`src/rtl/cgra_pc_sequencer_if.sv`:
```
// Sequencer-facing bundle: control pulses, decode fields and the sequencer's
// registered PC/element outputs. master = controller/decode side, slave = sequencer.
interface cgra_pc_sequencer_if #(
    parameter int PC_W   = 12,
    parameter int VLEN_W = 8
);
    logic              start;
    logic              abort;
    logic              stall;
    logic              instr_valid;
    logic              instr_is_vect;
    logic [VLEN_W-1:0] instr_vlen;
    logic [1:0]        instr_br_op;
    logic              instr_halt;
    logic              flag_eq;
    logic [PC_W-1:0]   br_target;
    logic [PC_W-1:0]   pc;
    logic [VLEN_W-1:0] vect_idx;
    logic              vect_last;
    logic              busy;
    logic              halted;
    logic              br_taken;

    modport master (
        output start, abort, stall, instr_valid, instr_is_vect, instr_vlen,
               instr_br_op, instr_halt, flag_eq, br_target,
        input  pc, vect_idx, vect_last, busy, halted, br_taken
    );

    modport slave (
        input  start, abort, stall, instr_valid, instr_is_vect, instr_vlen,
               instr_br_op, instr_halt, flag_eq, br_target,
        output pc, vect_idx, vect_last, busy, halted, br_taken
    );
endinterface

```
`src/rtl/cgra_pc_sequencer.sv`:
```
// Program-counter sequencer for one CGRA PE: owns PC, vector element index and
// scalar branch resolution, with start/halt/abort/stall control.
module cgra_pc_sequencer #(
    parameter int              PC_W     = 12,
    parameter int              VLEN_W   = 8,
    parameter logic [PC_W-1:0] RESET_PC = '0
) (
    input  logic                 axis_aclk,
    input  logic                 axis_resetn,
    cgra_pc_sequencer_if.slave   bus
);

    typedef enum logic [1:0] {
        IDLE = 2'd0,
        RUN  = 2'd1,
        VECT = 2'd2,
        HALT = 2'd3
    } state_t;

    localparam logic [1:0]        BR_BNE = 2'b01;
    localparam logic [1:0]        BR_BEQ = 2'b10;
    localparam logic [1:0]        BR_JMP = 2'b11;
    localparam logic [VLEN_W-1:0] V_ONE  = {{(VLEN_W-1){1'b0}}, 1'b1};
    localparam logic [PC_W-1:0]   P_ONE  = {{(PC_W-1){1'b0}}, 1'b1};

    state_t            state_p0, state_nxt;
    logic [PC_W-1:0]   pc_p0, pc_nxt;
    logic [VLEN_W-1:0] vect_idx_p0, vect_idx_nxt;
    logic              br_taken_p0, br_taken_nxt;
    logic [VLEN_W-1:0] eff_vlen;
    logic [VLEN_W-1:0] idx_last;
    logic              br_cond;

    // A zero-length vector op still occupies one element slot.
    function automatic logic [VLEN_W-1:0] clamp_vlen(input logic [VLEN_W-1:0] vlen);
        return (vlen == '0) ? V_ONE : vlen;
    endfunction

    assign eff_vlen = clamp_vlen(bus.instr_vlen);
    assign idx_last = eff_vlen - V_ONE;

    always_comb begin
        br_cond = 1'b0;
        case (bus.instr_br_op)
            BR_BNE:  br_cond = !bus.flag_eq;
            BR_BEQ:  br_cond = bus.flag_eq;
            BR_JMP:  br_cond = 1'b1;
            default: br_cond = 1'b0;
        endcase
    end

    always_comb begin
        state_nxt    = state_p0;
        pc_nxt       = pc_p0;
        vect_idx_nxt = vect_idx_p0;
        br_taken_nxt = 1'b0;
        if (bus.abort) begin
            state_nxt    = IDLE;
            pc_nxt       = RESET_PC;
            vect_idx_nxt = '0;
        end else if (!bus.stall) begin
            case (state_p0)
                IDLE, HALT: begin
                    if (bus.start) begin
                        state_nxt    = RUN;
                        pc_nxt       = RESET_PC;
                        vect_idx_nxt = '0;
                    end
                end
                RUN: begin
                    if (bus.instr_valid) begin
                        if (bus.instr_halt) begin
                            state_nxt = HALT;
                        end else if (bus.instr_is_vect) begin
                            if (eff_vlen == V_ONE) begin
                                pc_nxt       = pc_p0 + P_ONE;
                                vect_idx_nxt = '0;
                            end else begin
                                vect_idx_nxt = V_ONE;
                                state_nxt    = VECT;
                            end
                        end else if (br_cond) begin
                            pc_nxt       = bus.br_target;
                            br_taken_nxt = 1'b1;
                        end else begin
                            pc_nxt = pc_p0 + P_ONE;
                        end
                    end
                end
                VECT: begin
                    // Decode holds the vector fields stable, so instr_valid is not consulted.
                    if (vect_idx_p0 == idx_last) begin
                        vect_idx_nxt = '0;
                        pc_nxt       = pc_p0 + P_ONE;
                        state_nxt    = RUN;
                    end else begin
                        vect_idx_nxt = vect_idx_p0 + V_ONE;
                    end
                end
                default: state_nxt = IDLE;
            endcase
        end
    end

    // Stage p0: architectural sequencer registers
    always_ff @(posedge axis_aclk or negedge axis_resetn) begin
        if (!axis_resetn) begin
            state_p0    <= IDLE;
            pc_p0       <= RESET_PC;
            vect_idx_p0 <= '0;
            br_taken_p0 <= 1'b0;
        end else begin
            state_p0    <= state_nxt;
            pc_p0       <= pc_nxt;
            vect_idx_p0 <= vect_idx_nxt;
            br_taken_p0 <= br_taken_nxt;
        end
    end

    assign bus.pc        = pc_p0;
    assign bus.vect_idx  = vect_idx_p0;
    assign bus.busy      = (state_p0 == RUN) || (state_p0 == VECT);
    assign bus.halted    = (state_p0 == HALT);
    assign bus.br_taken  = br_taken_p0;
    assign bus.vect_last = ((state_p0 == RUN) && !bus.stall && bus.instr_valid &&
                            bus.instr_is_vect && (bus.instr_vlen <= V_ONE)) ||
                           ((state_p0 == VECT) && (vect_idx_p0 == idx_last));

endmodule

```
`src/flat_wrapper.sv`:
```
// flat-port wrapper written by rule: the top's interface ports become plain ports
module cgra_pc_sequencer_flat 
#(
    parameter int              PC_W     = 12,
    parameter int              VLEN_W   = 8,
    parameter logic [PC_W-1:0] RESET_PC = '0
)
  (axis_aclk, axis_resetn, bus_start, bus_abort, bus_stall, bus_instr_valid, bus_instr_is_vect, bus_instr_vlen, bus_instr_br_op, bus_instr_halt, bus_flag_eq, bus_br_target, bus_pc, bus_vect_idx, bus_vect_last, bus_busy, bus_halted, bus_br_taken);
  cgra_pc_sequencer_if #(.PC_W(PC_W), .VLEN_W(VLEN_W)) bus_i ();
  input  logic axis_aclk;
  input  logic axis_resetn;
  input wire logic [$bits(bus_i.start)-1:0] bus_start;
  input wire logic [$bits(bus_i.abort)-1:0] bus_abort;
  input wire logic [$bits(bus_i.stall)-1:0] bus_stall;
  input wire logic [$bits(bus_i.instr_valid)-1:0] bus_instr_valid;
  input wire logic [$bits(bus_i.instr_is_vect)-1:0] bus_instr_is_vect;
  input wire logic [$bits(bus_i.instr_vlen)-1:0] bus_instr_vlen;
  input wire logic [$bits(bus_i.instr_br_op)-1:0] bus_instr_br_op;
  input wire logic [$bits(bus_i.instr_halt)-1:0] bus_instr_halt;
  input wire logic [$bits(bus_i.flag_eq)-1:0] bus_flag_eq;
  input wire logic [$bits(bus_i.br_target)-1:0] bus_br_target;
  output wire logic [$bits(bus_i.pc)-1:0] bus_pc;
  output wire logic [$bits(bus_i.vect_idx)-1:0] bus_vect_idx;
  output wire logic [$bits(bus_i.vect_last)-1:0] bus_vect_last;
  output wire logic [$bits(bus_i.busy)-1:0] bus_busy;
  output wire logic [$bits(bus_i.halted)-1:0] bus_halted;
  output wire logic [$bits(bus_i.br_taken)-1:0] bus_br_taken;
  assign bus_i.start = bus_start;
  assign bus_i.abort = bus_abort;
  assign bus_i.stall = bus_stall;
  assign bus_i.instr_valid = bus_instr_valid;
  assign bus_i.instr_is_vect = bus_instr_is_vect;
  assign bus_i.instr_vlen = bus_instr_vlen;
  assign bus_i.instr_br_op = bus_instr_br_op;
  assign bus_i.instr_halt = bus_instr_halt;
  assign bus_i.flag_eq = bus_flag_eq;
  assign bus_i.br_target = bus_br_target;
  assign bus_pc = bus_i.pc;
  assign bus_vect_idx = bus_i.vect_idx;
  assign bus_vect_last = bus_i.vect_last;
  assign bus_busy = bus_i.busy;
  assign bus_halted = bus_i.halted;
  assign bus_br_taken = bus_i.br_taken;
  cgra_pc_sequencer #(.PC_W(PC_W), .VLEN_W(VLEN_W), .RESET_PC(RESET_PC)) u_core (.axis_aclk(axis_aclk), .axis_resetn(axis_resetn), .bus(bus_i));
endmodule
```
`config.mk`:
```
export PLATFORM = sky130hd
export DESIGN_NAME = cgra_pc_sequencer_flat
export DESIGN_NICKNAME = d
export VERILOG_FILES = /design/src/rtl/cgra_pc_sequencer_if.sv /design/src/rtl/cgra_pc_sequencer.sv /design/src/flat_wrapper.sv
export SDC_FILE = /design/constraint.sdc
export NUM_CORES = 1
export LEC_CHECK = 0
export ABC_AREA = 1
export BUFFER_PORTS_ARGS = -buffer_cell sky130_fd_sc_hd__buf_2
export CAP_MARGIN = 30
export CORE_UTILIZATION = 42
export DETAILED_ROUTE_END_ITERATION = 16
export PLACE_DENSITY = 0.69
export SLEW_MARGIN = 20
export SYNTH_ARGS = -nofsm -noshare
export SYNTH_HDL_FRONTEND = slang
export SYNTH_SLANG_ARGS = --single-unit
```
`constraint.sdc`:
```
create_clock -name axis_aclk -period 2.2 [get_ports axis_aclk]
set_input_delay 0.33 -clock axis_aclk [delete_from_list [all_inputs] [get_ports axis_aclk]]
set_output_delay 0.33 -clock axis_aclk [all_outputs]
set_load 0.02 [all_outputs]
```
==> Yosys cells after proc, flatten, opt, wreduce, memory -nomap -nowiden <==
Index checks and enable logic that the tools add are counted.
{ "op_classes": {"n_mux": 37, "addsub": 3, "eq_ne": 17, "magnitude_cmp": 1, "n_reduce_logical": 15} }
{ "ops": {"columns": ["operator", "n"], "rows": [
  ["2-to-1 mux 12 bit", 9],
  ["2-to-1 mux 8 bit", 8],
  ["one-hot mux 12 bit (3 select lines)", 1],
  ["one-hot mux 8 bit (3 select lines)", 1],
  ["2-to-1 mux 2 bit", 8],
  ["adder 12 x 1 -> 12 bit (second input constant)", 1],
  ["!= test 3 bit (second input constant)", 4],
  ["AND reduction 6 bit", 2],
  ["adder 8 x 1 -> 8 bit (second input constant)", 1],
  ["equality test 2 bit (second input constant)", 4],
  ["equality test 8 x 1 -> 1 bit (second input constant)", 1],
  ["equality test 8 bit", 1],
  ["less-or-equal comparator 8 x 1 -> 1 bit (second input constant)", 1],
  ["logical NOT 8 bit", 1],
  ["2-to-1 mux 1 bit", 8],
  ["!= test 4 bit (second input constant)", 2],
  ["subtractor 8 x 1 -> 8 bit (second input constant)", 1],
  ["one-hot mux 2 bit (3 select lines)", 1],
  ["logical AND 1 bit", 5],
  ["AND reduction 5 bit", 1],
  ["equality test 2 x 1 -> 1 bit (second input constant)", 2],
  ["!= test 4 x 3 -> 1 bit (second input constant)", 1],
  ["!= test 3 x 2 -> 1 bit (second input constant)", 1],
  ["one-hot mux 1 bit (3 select lines)", 1],
  ["5 further kinds", 7]
]} }
{ "totals": {"reg_bits": 23, "out_inout_bits": 24, "elab_cells": 77} }

==> Depth between registers and ports, before layout <==
Gate-level depths: netlist of run 1.
{ "depth": {"ltp_word": 10, "mapped_depth": 20, "ltp_nobuf": 19} }

==> Worst setup path after synthesis of run 1 <==
Ideal clock, no wire load.
{ "synth_timing": {"kind": "input port to output port", "start": "input port bus_instr_vlen[4]", "end": "output port bus_vect_last", "required_time_ns": 1.870, "t_arrival_ns": 2.122, "path_slack_ns": -0.252, "cell_stages": 14, "path_buffers": 0, "path_cell_list": "nor2_2 > nand2_2 > clkinv_2 > nand2_4 > nand2_2 > inv_1 > ha_1 > xnor2_1 > xor2_1 > nand3_1 > nand3b_1 > nor3_2 > nand2_1 > o21ai_0"} }
{ "synth_via": {"elab_chain_len": 6, "word_cells_on_any_way": 8, "classes_between": "add/sub: 1; order compare: 1; eq/ne: 1; mux: 1; reduce/logical: 4"} }
{ "synth_lines": {"columns": ["element", "line_no", "rtl"], "rows": [
  ["start: declaration", "flat_wrapper.sv:17", "input wire logic [$bits(bus_i.instr_vlen)-1:0] bus_instr_vlen;"],
  ["logical NOT 8 bit", "cgra_pc_sequencer.sv:36", "return (vlen == '0) ? V_ONE : vlen;"],
  ["2-to-1 mux 8 bit", "cgra_pc_sequencer.sv:36", null],
  ["subtractor 8 x 1 -> 8 bit", "cgra_pc_sequencer.sv:40", "assign idx_last = eff_vlen - V_ONE;"],
  ["equality test 8 bit", "cgra_pc_sequencer.sv:127", "((state_p0 == VECT) && (vect_idx_p0 == idx_last));"],
  ["logical AND 1 bit", "cgra_pc_sequencer.sv:127", null],
  ["logical OR 1 bit (*)", "cgra_pc_sequencer.sv:126", "bus.instr_is_vect && (bus.instr_vlen <= V_ONE)) ||"],
  ["end: declaration", "flat_wrapper.sv:24", "output wire logic [$bits(bus_i.vect_last)-1:0] bus_vect_last;"]
]} }
Mark *: on every way between the ends. The rest lies on a longest branch, timed or not.

==> Final worst setup path of run 1 <==
{ "layout_timing": {"start": "input port bus_instr_vlen[5]", "end": "output port bus_vect_last"} }
The elaborated chain is that of the path after synthesis.

==> results of run 1 <==
final timing paths:
check / start / endpoint / slack (ps) / cells past startpoint
worst max-delay path: bus_instr_vlen[5] / bus_vect_last / -240 / 16
worst min-delay path: axis_resetn / u_core.state_p0[0] / 40 / 1
worst max register to register: u_core.state_p0[0] / u_core.bus.pc[6] / 260 / 11
worst min register to register: u_core.bus.pc[8] / u_core.bus.pc[8] / 530 / 2
max in group asynchronous: axis_resetn / u_core.bus.pc[9] / 1780 / 1
min in group axis_aclk: bus_abort / u_core.bus.br_taken / 300 / 2
through the flow:
step	power [mW]	worst slack, ps	setup TNS (ps)
after CTS	1.73	-189	-189
after floorplan	1.13	-85.1	-85.1
final	1.83	-242	-242
after global routing	1.96	-361	-1110
after global placement	1.44	-275	-2400
after detailed placement	1.44	-400	-3700
Yosys cell counts, types with 2 or more instances:
master | instances | area, um2
nand2_1 | 57 | 214
inv_1 | 36 | 135
dfrtp_1 | 23 | 576
nand3_1 | 22 | 110
nor2_1 | 20 | 75.1
nand2_2 | 16 | 100
o21ai_2 | 12 | 105
xor2_1 | 12 | 105
nand4_1 | 10 | 62.6
o21ai_0 | 10 | 50.1
xnor2_1 | 8 | 70.1
ha_1 | 7 | 87.6
a21oi_1 | 6 | 30.0
nor2_2 | 6 | 37.5
inv_2 | 4 | 15.0
o31ai_1 | 4 | 30.0
nand3b_1 | 3 | 22.5
nor3_1 | 3 | 15.0
a22oi_1 | 2 | 15.0
buf_6 | 2 | 22.5
nand2_4 | 2 | 22.5
nand3_4 | 2 | 35.0
o211ai_1 | 2 | 15.0
o21ai_1 | 2 | 10.0
kinds of logic (layout without fill, tap and decap cells):
| logic type | count (synthesis) | after routing | share of synthesized area, % |
|---|---|---|---|
| compound gates | 41 | 41 | 14.1 |
| xor+xnor | 20 | 20 | 8.54 |
| simple gates | 146 | 146 | 36.1 |
| flops | 23 | 23 | 28.1 |
| fa+ha+maj | 7 | 7 | 4.27 |
| buf+inv | 44 | 139 | 8.91 |
layout make-up:
cell class,instances,area [um2]
multi-input combinational,214,1360
timing repair buffer,94,657
fill,429,1850
tap,67,83.8
sequential,23,576
clock buffer,4,45.0
inverter,41,155
what timing repair did:
| action | CTS | global route |
|---|---|---|
| gates resized for setup | 7 | 4 |
| endpoints found under the setup margin | 1 | 15 |
| hold endpoints to repair | 0 | 0 |
| cloned | 0 | 3 |
| hold buffers | 0 | 0 |
| pin swaps | 6 | 1 |
| setup buffers | 7 | 0 |
registers in the layout, summed over array words and instances, names as in the netlist:
register and count:
u_core.bus.pc 12, u_core.bus.vect_idx 8, u_core.state_p0 2, u_core.bus.br_taken 1
where the power goes:
| part | total, mW | internal [mW] | switching (mW) |
|---|---|---|---|
| clock network | 0.271 | 0.129 | 0.141 |
| registers | 0.528 | 0.469 | 0.0589 |
| logic | 1.04 | 0.440 | 0.596 |
| total | 1.83 | 1.04 | 0.797 |
layer usage:
layer,track usage (%),up-vias,wire length [um]
met1,26.4,1046,2310
met5,0,-,0
met3,2.39,6,194
met4,4.79,0,60
li1,-,1107,-
met2,40.1,44,2920
==> flow_metrics.tcl, run 1 <==
set metrics [dict create \
    whs_ps 43.5 \
    layout-drive-gt1-share_pct 40.7 \
    critical_path_buf_inv_count 4 \
    syn_to_final_growth_pct 40.1 \
    portBuffers 54 \
    start_kind "input pin" \
    grt_first_pass_wirelength_um 8840 \
    drt-wirelength-per-cell_um 12.4 \
    die_w_um 71.9 \
    die_h_um 71.9 \
    vdd_drop_max_mv 0.287 \
    drt-initial-drc-count 100 \
    viasPerCell 4.97 \
    synthCells 281 \
    status "finished, violations left" \
    synthesis.area_mm2 0.00205 \
    rsz0062_at_grt "true" \
    antenna_left 0 \
    relSlewSlack_pct 62.7 \
    diodes 0 \
    path_class "in -> out" \
    dpl-instance-area_mm2 0.00267 \
    postRouteWirelength_um 5490 \
    synthFlopType "dfrtp_1" \
    yosysSeqAreaShare_pct 28.1 \
    slowest_stage "nand3b_1" \
    gp_congestion 0.861 \
    start_util_pct 43.4 \
    async_flop_share_pct 100 \
    grt_pass1_vias 2045 \
    first_pass_iters 4 \
    syn_avg_cell_area_um2 7.30 \
    layout_min_cycle_time_ps 2440 \
    io_pins 55 \
    worst_pin_slew_ps 559 \
    cp-end-kind "primary output" \
    antenna_found_initial 0 \
    final_cell_mix "nand2_1, buf_2, inv_1, buf_4, dfrtp_1" \
    cpPeakStageDelay_ps 220 \
    fmax_mhz 410 \
    period_share_pct 111 \
    clk_pin_slew_ps 90 \
    dp_hpwl_um 4160 \
    vias 2203 \
    fin_util_pct 60.8 \
    drv_slew 0 \
    layout_commonest_cell "nand2_1" \
    worstPathRequired_ps 1870 \
    grt.total_usage_pct 21.5 \
    yosysWarningCount 0 \
    instances_no_fill 443 \
    cp_cell_sequence "buf_6 > nor2_4 > nand2_2 > clkinv_2 > nand2_4 > nand2_4 > inv_2 > ha_4 > xnor2_2 > xor2_2 > nand3_1 > nand3b_1 > nor3_2 > nand2_1 > o21ai_4 > buf_6" \
    cts.sinks 23 \
    grt_max_degree 24 \
    gr-total-overflow 0 \
    nets 415 \
    syn_nets 319 \
    dieArea_mm2 0.00517 \
    cp_data_arrival_time_ps 2110 \
    design_area_mm2 0.00287 \
    finalHoldViolations 0 \
    num_rows 25 \
    drc_errors 0 \
    insertion_delay_ps 270 \
    p_per_area_mw_per_mm2 638 \
    finalSetupViolations 1 \
    placed_cells 429 \
    fin_worst_skew_ps 5.12 \
    hold_path_class "in -> async" \
    path_delay_family "simple AND/OR/NAND/NOR gates" \
    cts_tree "done" \
    htree_levels 1 \
    p_leak_nw 1.46 \
    ys_seq_elements 23 \
    synth_edf_count 0 \
    worst_slack_ps -242 \
    cp_max_fo 3 \
    cts_buffers 3 \
    yosysUniqueCellTypes 34 \
    maxCapViolCount 0 \
    root_buffer "clkbuf_8" \
    cts_max_path_buffers 2 \
    core_area_mm2 0.00472 \
    violations "setup timing" \
]
Note: power is estimated with default switching activity, not from simulation.
==> run 2: changes to the inputs <==
--- a/config.mk
+++ b/config.mk
@@ -6,10 +6,10 @@
 export NUM_CORES = 1
 export LEC_CHECK = 0
-export ABC_AREA = 1
 export BUFFER_PORTS_ARGS = -buffer_cell sky130_fd_sc_hd__buf_2
 export CAP_MARGIN = 30
 export CORE_UTILIZATION = 42
+export CTS_CLUSTER_DIAMETER = 200
 export DETAILED_ROUTE_END_ITERATION = 16
-export PLACE_DENSITY = 0.69
+export PLACE_DENSITY = 0.68
 export SLEW_MARGIN = 20
 export SYNTH_ARGS = -nofsm -noshare
==> constraint.sdc (replaced) <==
create_clock -name axis_aclk -period 2.2 [get_ports axis_aclk]
set_input_delay 0.33 -clock axis_aclk [delete_from_list [all_inputs] [get_ports axis_aclk]]
set_output_delay 0.33 -clock axis_aclk [all_outputs]
set_load 0.005 [all_outputs]
==> flow_metrics.tcl, run 2 <==
set metrics [dict create \
    status "finished, violations left" \
    violations "setup timing" \
    yosysWarningCount 0 \
    gp_congestion 0.867 \
    gr-total-overflow 0 \
    wl_met3_um 517 \
    p_per_area_mw_per_mm2 406 \
    fmax_mhz 400 \
    antenna_found_initial 0 \
    synthFlopType "dfrtp_1" \
    period_share_pct 114 \
    cts_buffers 3 \
    worst_slack_ps -303 \
    grt_first_pass_wirelength_um 10600 \
    cts.sinks 23 \
    layout-drive-gt1-share_pct 47.7 \
    hold_buffers 0 \
    cpPeakStageDelay_ps 350 \
    ys_seq_elements 23 \
    grt.total_usage_pct 26.1 \
    syn_avg_cell_area_um2 8.60 \
    hold_path_class "in -> async" \
    tns_ps -3240 \
    yosysSeqAreaShare_pct 27.5 \
    route.met2.wl_um 3230 \
    relSlewSlack_pct 62.2 \
    io_pins 55 \
    grt_max_degree 24 \
    num_rows 25 \
    start_util_pct 43.9 \
    first_pass_iters 4 \
    critPathMostFrequentCell "buf_2" \
    pre_cts_ws_ps -562 \
    clk_pin_slew_ps 90 \
    synth_area_leaders "dfrtp_1, mux2_4, ha_1" \
    fin_worst_skew_ps 6.94 \
    vias 2370 \
    wl_met1_um 2950 \
    worst_pin_slew_ps 567 \
    fill_cells 394 \
    async_flop_share_pct 100 \
    cts_max_path_buffers 2 \
    nets 387 \
    core_area_mm2 0.00475 \
    yosysUniqueCellTypes 60 \
    cts_tree "done" \
    synthesis.area_mm2 0.00209 \
    dieArea_mm2 0.00526 \
    start_kind "input pin" \
    cp_cell_sequence "buf_2 > nor3_2 > a21oi_2 > ha_2 > nor3b_2 > a31o_2 > nand3_2 > a2111oi_4 > a32o_1 > buf_2" \
    layout_min_cycle_time_ps 2500 \
    fin_util_pct 66.4 \
    htree_levels 1 \
    drt-wirelength-per-cell_um 16.4 \
    cp_data_arrival_time_ps 2170 \
    vdd_drop_max_mv 0.272 \
    multiInputGateArea_mm2 0.00161 \
    drt-initial-drc-count 162 \
    syn_to_final_growth_pct 51.0 \
    cp-end-kind "primary output" \
    finalHoldViolations 0 \
    dp_hpwl_um 4680 \
    final_cell_mix "buf_2, buf_4, nand2_1, dfrtp_1, nor2_1" \
    maxCapViolCount 0 \
    path_class "in -> out" \
    cp_max_fo 5 \
    yosys.area.top_type "dfrtp_1" \
    insertion_delay_ps 270 \
    antenna_left 0 \
    drv_slew 0 \
    largest_reg_flops 12 \
    syn_nets 281 \
    yosysMostFrequentCell "dfrtp_1" \
    p_leak_nw 1.50 \
    postRouteWirelength_um 6830 \
    netlist_top_cells_count "dfrtp_1, nand2_1, nor2_1" \
    root_buffer "clkbuf_8" \
    finalSetupViolations 21 \
    die_w_um 72.5 \
    synth_top_area_share_pct 27.5 \
    rsz0062_at_grt "true" \
    slowest_stage "a2111oi_4" \
    die_h_um 72.5 \
    portBuffers 54 \
    synthCells 243 \
    diodes 0 \
    grt_pass1_vias 2191 \
    worstPathRequired_ps 1870 \
    synth_edf_count 0 \
    drc_errors 0 \
    regArea_um2 577 \
    highest_layer "met4" \
    viasPerCell 5.71 \
]
-- run 2: changes by cell type after synthesis, sizes merged, moves of 9 or more --
cell | before | now
clkbuf | 0 | 9
inv | 40 | 13
nand2 | 75 | 22
nand3 | 24 | 10
nor2 | 27 | 18
o21ai | 24 | 11
-- run 2: critical path, delay by kind of cell --
| kind | cells | cell delay, ps |
|---|---|---|
| buf+inv | 2 | 250 |
| simple gates | 3 | 490 |
| fa+ha+maj | 1 | 210 |
| compound gates | 4 | 890 |
-- run 2: cells by family (layout without fill, tap and decap cells) --
logic type,after synthesis,in the layout,synth area share [%]
fa+ha+maj,7,7,4.19
mux,8,8,5.33
buf+inv,25,130,5.21
compound gates,68,68,25.9
simple gates,101,101,27.2
xor+xnor,11,11,4.61
flops,23,23,27.5
-- run 2: stage by stage --
step / cell area [um2] / hold slack (ps) / power [mW] / std cells
6_report: 3160 / 36.0 / 1.28 / 415
2_1_floorplan: 2160 / 34.4 / 0.707 / 243
3_5_place_dp: 2810 / 354 / 0.919 / 398
3_3_place_gp: 2810 / 352 / 0.912 / 398
4_1_cts: 3000 / 64.5 / 1.24 / 408
5_1_grt: 3160 / 75.4 / 1.35 / 415
-- run 2: what timing repair did --
action	CTS	global route
hold endpoints to repair	0	0
endpoints found under the setup margin	18	23
pin swaps	9	19
buffers inserted	5	8
resized for setup	16	30
cloned	1	1
-- run 2: layout make-up --
type,instances,share of cell area (%)
inverters,13,1.55
multi-input cells,195,51.1
clock buffers,4,1.43
flip-flops and latches,23,18.3
repair buffers,113,25.0
well taps,67,2.66
-- run 2: final timing paths --
kind / from / end / slack [ps] / cells after the start
max in group asynchronous: axis_resetn / u_core.state_p0[1] / 1760 / 1
min in group axis_aclk: bus_instr_halt / u_core.bus.br_taken / 270 / 2
worst max register to register: u_core.bus.vect_idx[5] / u_core.bus.pc[3] / -160 / 7
worst max-delay path: bus_instr_vlen[2] / bus_vect_last / -300 / 10
worst min register to register: u_core.bus.vect_idx[7] / u_core.bus.vect_idx[7] / 570 / 2
worst min-delay path: axis_resetn / u_core.state_p0[0] / 40 / 1
-- run 2: per-layer routing --
layer | vias up | global-route usage (%)
met4 | 0 | 6.32
met3 | 13 | 3.61
met5 | - | 0
li1 | 1131 | -
met2 | 96 | 43.3
met1 | 1130 | 35.7
-- run 2: power by group --
| group | internal, mW | switching (mW) | total (mW) | leakage (nW) |
|---|---|---|---|---|
| Combinational | 0.267 | 0.287 | 0.554 | 1.16 |
| Sequential | 0.434 | 0.0173 | 0.451 | 0.318 |
| Clock | 0.130 | 0.148 | 0.278 | 0.0228 |
